===== config.mk =====
export PLATFORM = sky130hd
export DESIGN_NAME = alu_issue_stage
export DESIGN_NICKNAME = d
export VERILOG_FILES = /design/src/rtl/alu_issue_stage.sv
export SDC_FILE = /design/constraint.sdc
export NUM_CORES = 1
export LEC_CHECK = 0
export CORE_MARGIN = 2
export CORE_UTILIZATION = 30
export DETAILED_ROUTE_END_ITERATION = 8
export SLEW_MARGIN = 20
export SYNTH_ARGS = -nofsm -noshare
export SYNTH_HDL_FRONTEND = slang
export SYNTH_SLANG_ARGS = --single-unit

===== constraint.sdc =====
create_clock -name clk -period 5 [get_ports clk]
set_input_delay 1 -clock clk [delete_from_list [all_inputs] [get_ports clk]]
set_output_delay 1 -clock clk [all_outputs]
set_load 0.01 [all_outputs]

===== src/rtl/alu_issue_stage.sv =====
// RV32I decode-and-issue register feeding the ALU; 1-cycle latency from accept to out_valid.
// Backpressure: in_ready = !out_valid | out_ready; flush drops both held and incoming bundles.
module alu_issue_stage #(
    parameter int XLEN = 32
) (
    input  logic            clk,
    input  logic            reset,
    input  logic            flush,
    input  logic            in_valid,
    output logic            in_ready,
    input  logic [31:0]     in_instruction,
    input  logic [XLEN-1:0] in_pc,
    input  logic [XLEN-1:0] in_rs1_data,
    input  logic [XLEN-1:0] in_rs2_data,
    output logic            out_valid,
    input  logic            out_ready,
    output logic [XLEN-1:0] a,
    output logic [XLEN-1:0] b,
    output logic            cin,
    output logic [3:0]      opcode,
    output logic            branch,
    output logic [31:0]     instruction,
    output logic            illegal
);

    localparam logic [3:0] ALU_AND  = 4'b0000;
    localparam logic [3:0] ALU_OR   = 4'b0001;
    localparam logic [3:0] ALU_XOR  = 4'b0010;
    localparam logic [3:0] ALU_ADD  = 4'b0011;
    localparam logic [3:0] ALU_SUB  = 4'b0100;
    localparam logic [3:0] ALU_SLT  = 4'b0101;
    localparam logic [3:0] ALU_SLTU = 4'b0110;
    localparam logic [3:0] ALU_SLL  = 4'b0111;
    localparam logic [3:0] ALU_SRL  = 4'b1000;
    localparam logic [3:0] ALU_SRA  = 4'b1001;
    localparam logic [3:0] ALU_BRC  = 4'b1010;
    localparam logic [3:0] ALU_PASS = 4'b1111;

    localparam logic [6:0] MAJ_OP     = 7'b0110011;
    localparam logic [6:0] MAJ_OP_IMM = 7'b0010011;
    localparam logic [6:0] MAJ_LOAD   = 7'b0000011;
    localparam logic [6:0] MAJ_STORE  = 7'b0100011;
    localparam logic [6:0] MAJ_BRANCH = 7'b1100011;
    localparam logic [6:0] MAJ_LUI    = 7'b0110111;
    localparam logic [6:0] MAJ_AUIPC  = 7'b0010111;
    localparam logic [6:0] MAJ_JAL    = 7'b1101111;
    localparam logic [6:0] MAJ_JALR   = 7'b1100111;

    localparam logic [6:0] F7_ALT = 7'b0100000;

    typedef struct packed {
        logic [XLEN-1:0] a;
        logic [XLEN-1:0] b;
        logic            cin;
        logic [3:0]      opcode;
        logic            branch;
        logic [31:0]     instruction;
        logic            illegal;
    } issue_t;

    localparam issue_t RESET_BUNDLE = '{
        a: '0, b: '0, cin: 1'b0, opcode: ALU_PASS,
        branch: 1'b0, instruction: 32'h0000_0013, illegal: 1'b0
    };

    function automatic logic [3:0] f3_op(input logic [2:0] f3, input logic alt);
        logic [3:0] op;
        case (f3)
            3'b000:  op = alt ? ALU_SUB : ALU_ADD;
            3'b001:  op = ALU_SLL;
            3'b010:  op = ALU_SLT;
            3'b011:  op = ALU_SLTU;
            3'b100:  op = ALU_XOR;
            3'b101:  op = alt ? ALU_SRA : ALU_SRL;
            3'b110:  op = ALU_OR;
            default: op = ALU_AND;
        endcase
        return op;
    endfunction

    logic [6:0]      maj;
    logic [2:0]      funct3;
    logic [6:0]      funct7;
    logic [XLEN-1:0] imm_i;
    logic [XLEN-1:0] imm_s;
    logic [XLEN-1:0] imm_u;
    logic [XLEN-1:0] shamt;
    logic            bad;
    issue_t          dec;

    assign maj    = in_instruction[6:0];
    assign funct3 = in_instruction[14:12];
    assign funct7 = in_instruction[31:25];
    assign imm_i  = {{20{in_instruction[31]}}, in_instruction[31:20]};
    assign imm_s  = {{20{in_instruction[31]}}, in_instruction[31:25], in_instruction[11:7]};
    assign imm_u  = {in_instruction[31:12], 12'b0};
    assign shamt  = {27'b0, in_instruction[24:20]};

    always_comb begin
        dec             = RESET_BUNDLE;
        dec.instruction = in_instruction;
        bad             = 1'b0;
        case (maj)
            MAJ_OP: begin
                dec.a = in_rs1_data;
                dec.b = in_rs2_data;
                if (funct7 == 7'b0)
                    dec.opcode = f3_op(funct3, 1'b0);
                else if (funct7 == F7_ALT && (funct3 == 3'b000 || funct3 == 3'b101))
                    dec.opcode = f3_op(funct3, 1'b1);
                else
                    bad = 1'b1;
                // Subtract runs on the adder as rs1 + ~rs2 + 1.
                if (dec.opcode == ALU_SUB) begin
                    dec.b   = ~in_rs2_data;
                    dec.cin = 1'b1;
                end
            end
            MAJ_OP_IMM: begin
                dec.a      = in_rs1_data;
                dec.b      = imm_i;
                dec.opcode = f3_op(funct3, 1'b0);
                if (funct3 == 3'b001) begin
                    dec.b = shamt;
                    bad   = (funct7 != 7'b0);
                end else if (funct3 == 3'b101) begin
                    dec.b = shamt;
                    if (funct7 == F7_ALT)
                        dec.opcode = ALU_SRA;
                    else
                        bad = (funct7 != 7'b0);
                end
            end
            MAJ_LOAD: begin
                dec.a      = in_rs1_data;
                dec.b      = imm_i;
                dec.opcode = ALU_ADD;
            end
            MAJ_STORE: begin
                dec.a      = in_rs1_data;
                dec.b      = imm_s;
                dec.opcode = ALU_ADD;
            end
            MAJ_BRANCH: begin
                dec.a      = in_rs1_data;
                dec.b      = in_rs2_data;
                dec.opcode = ALU_BRC;
                dec.branch = 1'b1;
                bad        = (funct3 == 3'b010 || funct3 == 3'b011);
            end
            MAJ_LUI: begin
                dec.b = imm_u;
            end
            MAJ_AUIPC: begin
                dec.a      = in_pc;
                dec.b      = imm_u;
                dec.opcode = ALU_ADD;
            end
            MAJ_JAL, MAJ_JALR: begin
                dec.a      = in_pc;
                dec.b      = 32'd4;
                dec.opcode = ALU_ADD;
            end
            default: bad = 1'b1;
        endcase
        // Illegal encodings still issue so execute can raise the trap.
        if (bad) begin
            dec.a       = '0;
            dec.b       = '0;
            dec.cin     = 1'b0;
            dec.opcode  = ALU_PASS;
            dec.branch  = 1'b0;
            dec.illegal = 1'b1;
        end
    end

    logic   out_valid_q, out_valid_d;
    issue_t bundle_q, bundle_d;
    logic   accept;

    assign in_ready = !out_valid_q || out_ready;
    assign accept   = in_valid && in_ready;

    always_comb begin
        out_valid_d = out_valid_q;
        bundle_d    = bundle_q;
        if (flush) begin
            out_valid_d = 1'b0;
        end else if (accept) begin
            out_valid_d = 1'b1;
            bundle_d    = dec;
        end else if (out_ready) begin
            out_valid_d = 1'b0;
        end
    end

    always_ff @(posedge clk) begin
        if (reset) begin
            out_valid_q <= 1'b0;
            bundle_q    <= RESET_BUNDLE;
        end else begin
            out_valid_q <= out_valid_d;
            bundle_q    <= bundle_d;
        end
    end

    assign out_valid   = out_valid_q;
    assign a           = bundle_q.a;
    assign b           = bundle_q.b;
    assign cin         = bundle_q.cin;
    assign opcode      = bundle_q.opcode;
    assign branch      = bundle_q.branch;
    assign instruction = bundle_q.instruction;
    assign illegal     = bundle_q.illegal;

endmodule


==> results of run 1 <==
==> through the flow <==
| stage | area (um2) | cells |
|---|---|---|
| finish | 7780 | 991 |
| CTS | 7780 | 991 |
| global route | 7780 | 991 |
| global placement | 7490 | 975 |
| floorplan | 4970 | 556 |
| detailed placement | 7490 | 975 |
==> metal layers <==
| metal | part of all wire [%] | vias to the layer above |
|---|---|---|
| met5 | 0 | - |
| met4 | 1.7 | 0 |
| met3 | 6.5 | 21 |
| met2 | 48 | 187 |
| met1 | 44 | 2510 |
| li1 | - | 2488 |
==> cells in the mapped netlist (3+ instances only) <==
master    count
o211a_1       6
nand2_1     111
xor2_1        7
o221a_2      22
ha_1          4
dfxtp_1     104
buf_2         9
o21ai_2      10
o21ai_1      20
a221oi_1      6
a22oi_1      37
a221o_1      19
nand2b_1      5
mux2i_1      28
clkbuf_1     31
o221a_1       3
buf_6         3
nand3_1       5
nor2_1       10
o21ai_0      19
a21oi_1      37
buf_1         4
nand3b_1      3
inv_1         7
and2_1        3
nor3_1        7
==> layout by cell type, fill, tap and decap left out, drive strengths merged, types with 4 or more instances in the layout <==
| cell | synthesis | routed |
|---|---|---|
| clkdlybuf4s50 | 0 | 237 |
| nand2 | 111 | 111 |
| dfxtp | 104 | 104 |
| o21ai | 49 | 49 |
| a22oi | 37 | 37 |
| a21oi | 37 | 37 |
| mux2i | 28 | 28 |
| o221a | 25 | 25 |
| a221o | 19 | 19 |
| nor2 | 10 | 10 |
| clkbuf | 31 | 9 |
| buf | 16 | 9 |
| inv | 7 | 8 |
| nor3 | 8 | 8 |
| xor2 | 7 | 7 |
| a221oi | 6 | 6 |
| o211a | 6 | 6 |
| nand2b | 5 | 5 |
| nand3 | 5 | 5 |
| ha | 4 | 4 |
| clkinv | 0 | 4 |
==> state kept, by name, summed over array words and instances (netlist names) <==
signal       flops
branch           1
a               32
opcode           4
out_valid        1
cin              1
illegal          1
b               32
instruction     32
==> area by class of cell <==
class / instances / area (um2) / area share (%)
timing repair buffer: 246 / 2440 / 31.3
sequential: 104 / 2080 / 26.7
tap: 220 / 275 / 3.54
clock buffer: 9 / 225 / 2.89
clock inverter: 7 / 70.1 / 0.900
multi-input combinational: 398 / 2670 / 34.2
inverter: 7 / 26.3 / 0.338
==> kinds of logic (layout without fill, tap and decap cells) <==
family	after synthesis	count (layout)
AOI/OAI and AO/OA	199	199
and+or+nand+nor	160	160
DFF	104	104
buffers and inverters	54	269
muxes	28	28
xor gates and xnor gates	7	7
adders and majority gates	4	4
==> worst max-delay path by stage <==
| stage | start | to | depth (start not counted) |
|---|---|---|---|
| 6_report | in_instruction[13] | b[3] | 9 |
| 5_1_grt | in_instruction[13] | b[28] | 9 |
| 4_1_cts | in_instruction[13] | b[28] | 9 |
| 3_5_place_dp | in_instruction[13] | b[28] | 9 |
| 3_3_place_gp | in_instruction[13] | b[0] | 9 |
| 2_1_floorplan | in_instruction[13] | b[26] | 11 |
==> power by group <==
part / leakage [nW] / switching (mW) / internal, mW
sequential: 0.843 / 0.00949 / 0.845
combinational: 1.97 / 0.133 / 0.157
clock: 0.146 / 0.333 / 0.389
==> worst max-delay path: stages <==
cell and delay, ns:
clkdlybuf4s50_1 0.63, inv_1 0.11, ha_1 0.29, or4b_1 0.50, o211ai_1 0.18, nand4_4 0.29, a31oi_4 0.73, mux2i_1 0.19
o221a_2 0.27
==> impl_metrics.csv, run 1 <==
group,metric,value,unit
yosys,synthAdderAreaFrac,1.01,%
worst_setup_path,critPathRequiredTime,5.24,ns
layout,layout-drive-gt1-share,8.82,%
yosys,synthArstFlopShare,0,%
placed_design,dp_hpwl,13600,um
layout,n_antenna_cell,0,
worst_setup_path,rr_endpoint,"b[29]",
yosys,ys_seq_elements,104,
cts,htreeDepth,3,
sta,worst_slew_pin_slew,1.06,ns
die,core_area,0.0164,mm2
worst_setup_path,arrival,4.21,ns
detailed_routing,viasPerCell,5.25,
hold_path,hold_end,"a[31]",
cts,insertion_delay,0.35,ns
sta,postLayoutSetupSlackWorst,1.03,ns
sta,finalMaxSlewViolations,0,
die,dieArea,0.0176,mm2
sta,fin_tns_setup,0,ns
detailed_routing,drtIter0Drc,440,
worst_setup_path,endpoint_kind,"flip-flop",
global_routing,use_met1,26.8,%
detailed_routing,remaining_drc_errors,0,
yosys,ys_types,55,
cts,cts_root_buf,"clkbuf_16",
detailed_routing,wl_per_cell,18.7,um
sta,slew_headroom,28.9,%
pwr,powerDensity,240,mW/mm2
global_routing,top_usage_layer,"met2",
detailed_routing,dr.pass1.iters,5,
yosys,synth_top_family_by_area,"compound AO/OA/AOI/OAI gates",
worst_setup_path,start_kind,"primary input",
yosys,synth-main-ff-cell,"dfxtp_1",
cts,cts_setup_buffers,0,
global_routing,grt_max_degree,71,
sta,max_freq,252,MHz
layout,utilization,47.4,%
sta,clock_skew,0.00311,ns
outcome,status,"finished clean",
worst_setup_path,path_max_fanout,25,
die,num_rows,47,
pwr,p_leak,2.96,nW
yosys,synth_mux_area_share,5.64,%
run,maxCapViolations,0,
placed_design,pre_cts_ws,0.697,ns
global_routing,grt_pass1_wl,28600,um
global_routing,grt_pass1_vias,5049,
cts,clockBufferDepth,2,
global_routing,met2_usage,33.4,%
die,num_io_pins,238,
yosys,synth_top_cell_area_share,41.9,%
worst_setup_path,r2r_slack,2.78,ns
detailed_routing,detail-route-antenna-nets,0,
global_routing,antenna_found_initial,0,
die,die_y,133,um
layout,syn_to_final_growth,56.7,%
yosys,synth_edf_count,0,
hold_path,min_path_type,"flip-flop to flip-flop",
yosys,ys_seq_area_share,41.9,%
yosys,ys_top_cells_by_area,"dfxtp_1 (42%), nand2_1 (8.4%), mux2i_1 (5.6%), a22oi_1 (5.6%), o221a_2 (5.0%)",
worst_setup_path,critical_path_class,"primary input to flip-flop",
sta,whs,0.449,ns
cts,cts_resized,0,
sta,period_share,79.3,%
pwr,power,1.87,mW
hold_path,min_path_cells,2,
worst_setup_path,reg2reg_from,"out_valid",
yosys,postSynthCellCount,556,
cts,cts_tree,"built",
die,start_util,30.3,%
cts,numCtsBuffers,9,
yosys,yosysWarnings,0,
hold_path,min_from,"a[31]",
layout,nets,903,
sta,setup_violations,0,
die,chipWidth,133,um
sta,min_period,3.97,ns
placed_design,port_buffers,237,
yosys,yosysTopAreaCell,"dfxtp_1",
yosys,synth_compound_area_share,30.9,%
pwr,ir_drop,0.158,mV
yosys,synth-xor-area-share,1.23,%
cts,holdBufCountCts,0,
global_routing,grt_use_total,20.6,%
detailed_routing,totalWireLength,18500,um
cts,cts.sinks,104,
cts,clkTransAtPathRegs,0.07,ns
yosys,synth.net_count,693,
yosys,synth-simple-area-share,14.6,%
layout,fillers,1533,
sta,rsz0062_at_grt,"no",
placed_design,place.gp.congestion,0.869,
global_routing,grt_overflow,0,
global_routing,grt_util_met3,6.13,%
detailed_routing,vias,5206,
yosys,synth_area_per_cell,8.94,um2
worst_setup_path,r2r_cells,6,
sta,finalHoldViolations,0,
yosys,netlist_area,0.00497,mm2
No activity file was read; power rests on OpenSTA's default activity.
==> run 2: changes to the inputs <==
==> constraint.sdc (replaced) <==
create_clock -name clk -period 3.25 [get_ports clk]
set_input_delay 0.65 -clock clk [delete_from_list [all_inputs] [get_ports clk]]
set_output_delay 0.65 -clock clk [all_outputs]
set_load 0.01 [all_outputs]
==> run 2 against run 1 <==
  * Critical path depth shrank 1
  * Hold slack gained 0.0010 ns
  * Global-route usage up 0.76 points
  * Combinational power grew 64%
  * Total power up 54%
  * Clock power up 50%
  * Die area stayed put
  * Worst setup slack got worse by 0.74 ns
  * Final cell count is 3.1% higher
  * Largest cell class is now non-clock buffers
==> impl_metrics.csv, run 2 (same netlist as run 1, synthesis figures left out) <==
group,metric,value,unit
hold_path,min_path_type,"flip-flop to flip-flop",
worst_setup_path,path_max_fanout,34,
cts,insertion_delay,0.35,ns
worst_setup_path,r2r_slack,1.44,ns
cts,numCtsBuffers,9,
layout,final_common_cell,"clkdlybuf4s50_1",
global_routing,grt_pass1_wl,29500,um
detailed_routing,vias,5253,
worst_setup_path,r2r_cells,7,
global_routing,grt_overflow,0,
cts,holdBufCountCts,0,
placed_design,dp_hpwl,14300,um
die,dieArea,0.0176,mm2
die,core_area,0.0164,mm2
cts,cts_root_buf,"clkbuf_16",
cts,cts_tree,"built",
pwr,p_seq_share,45.8,%
sta,max_freq,339,MHz
pwr,clkPwrFrac,37.6,%
hold_path,min_path_cells,2,
layout,n_antenna_cell,0,
layout,syn_to_final_growth,63.1,%
placed_design,port_buffers,237,
sta,period_share,90.8,%
global_routing,antenna_found_initial,0,
sta,clock_skew,0.00530,ns
sta,min_period,2.95,ns
die,num_io_pins,238,
sta,finalMaxSlewViolations,0,
detailed_routing,viasPerCell,5.14,
worst_setup_path,arrival,3.22,ns
cts,htreeDepth,3,
worst_setup_path,reg2reg_from,"out_valid",
hold_path,hold_end,"a[25]",
layout,fillers,1496,
layout,nets,936,
worst_setup_path,endpoint_kind,"flip-flop",
worst_setup_path,critPathRequiredTime,3.52,ns
placed_design,place.gp.congestion,0.919,
layout,design_area,0.00810,mm2
detailed_routing,wl_per_cell,18.6,um
pwr,power,2.87,mW
global_routing,grt_use_total,21.4,%
sta,worst_slew_pin_slew,0.633,ns
global_routing,grt_pass1_vias,5233,
pwr,swShare,24.9,%
layout,final_cell_mix,"clkdlybuf4s50_1 (237), nand2_1 (111), dfxtp_1 (104)",
pwr,p_leak,3.14,nW
cts,cts_setup_buffers,0,
detailed_routing,dr.pass1.iters,4,
placed_design,dp.cells,1008,
pwr,combPwrFrac,16.6,%
run,maxCapViolations,0,
sta,finalHoldViolations,0,
pwr,p_int,2.16,mW
cts,clkTransAtPathRegs,0.07,ns
detailed_routing,drtIter0Drc,293,
global_routing,grt_max_degree,69,
sta,setup_violations,0,
cts,clockBufferDepth,2,
worst_setup_path,start_kind,"primary input",
die,start_util,30.3,%
sta,rsz0062_at_grt,"no",
hold_path,min_from,"a[25]",
cts,cts_resized,0,
cts,cts.sinks,104,
die,num_rows,47,
detailed_routing,detail-route-antenna-nets,0,
detailed_routing,totalWireLength,19000,um
sta,slew_headroom,57.7,%
detailed_routing,remaining_drc_errors,0,
layout,layout-drive-gt1-share,12.1,%
layout,layout.cells.non_filler,1022,
worst_setup_path,rr_endpoint,"opcode[2]",
pwr,ir_drop,0.286,mV
die,chipWidth,133,um
outcome,status,"finished clean",
pwr,switching_power,0.714,mW
worst_setup_path,critical_path_class,"primary input to flip-flop",
pwr,powerDensity,354,mW/mm2
placed_design,post_dp_cell_area,0.00783,mm2
die,die_y,133,um
[run 2: cell types whose count changed in the layout (fill, tap and decap cells not counted)]
| cell | before | now |
|---|---|---|
| buf_4 | 9 | 35 |
| buf_12 | 0 | 7 |
| clkbuf_1 | 0 | 2 |
| clkinv_2 | 3 | 1 |
| clkinv_4 | 1 | 0 |
| clkinvlp_4 | 1 | 0 |
[run 2: area by class of cell]
| cell class | count | area (um2) | share of cell area (%) |
|---|---|---|---|
| repair buffers | 279 | 2780 | 34.3 |
| multi-input cells | 398 | 2670 | 32.9 |
| flip-flops and latches | 104 | 2080 | 25.7 |
| well taps | 220 | 275 | 3.40 |
| clock buffers | 11 | 233 | 2.87 |
| clock inverters | 3 | 43.8 | 0.541 |
| inverters | 7 | 26.3 | 0.324 |
[run 2: power groups by stage]
stage	combinational (mW)	clock, mW	sequential, mW
global route	0.512	1.16	1.32
CTS	0.477	1.11	1.31
global placement	0.470	0	1.34
floorplan	0.143	0	1.35
finish	0.477	1.08	1.31
detailed placement	0.475	0	1.34
[run 2: worst max-delay path by stage]
stage / depth (start not counted) / startpoint / endpoint
6_report: 8 / in_instruction[31] / a[0]
5_1_grt: 10 / in_instruction[12] / a[3]
4_1_cts: 10 / in_instruction[12] / a[0]
3_5_place_dp: 8 / in_instruction[31] / a[0]
3_3_place_gp: 8 / in_instruction[31] / a[1]
2_1_floorplan: 11 / in_instruction[13] / b[26]
[run 2: worst max-delay path, stage by stage]
cell and delay, ns:
clkdlybuf4s50_1 0.42, or4_4 0.59, a2111oi_4 0.38, o32ai_1 0.14, or2_1 0.29, a211o_2 0.38
buf_12 0.18, o21ai_0 0.18
[run 2: per-stage QoR]
stage	worst slack [ns]	hold slack [ns]	setup TNS, ns	utilization (%)
global placement	0.0205	0.436	0	47.7
floorplan	0.447	0.470	0	-
finish	0.297	0.450	0	49.4
CTS	0.301	0.450	0	49.4
global route	0.165	0.470	0	49.4
detailed placement	-0.0667	0.442	-0.221	47.7
[run 2: per-layer routing]
layer | GRT usage, % | routed length, um | vias up
met1 | 27.4 | 8330 | 2519
met4 | 6.75 | 438 | 0
met3 | 5.59 | 1050 | 27
met2 | 35.2 | 9190 | 160
li1 | - | - | 2547
met5 | 0 | 0 | -
==> run 3: changes to the inputs <==
--- a/config.mk
+++ b/config.mk
@@ -5,6 +5,7 @@
 export SDC_FILE = /design/constraint.sdc
 export NUM_CORES = 1
 export LEC_CHECK = 0
+export CAP_MARGIN = 20
 export CORE_MARGIN = 2
 export CORE_UTILIZATION = 30
 export DETAILED_ROUTE_END_ITERATION = 8
==> results of run 3 <==
Same layout as run 2: the final DEF is identical, and so are final timing and power.
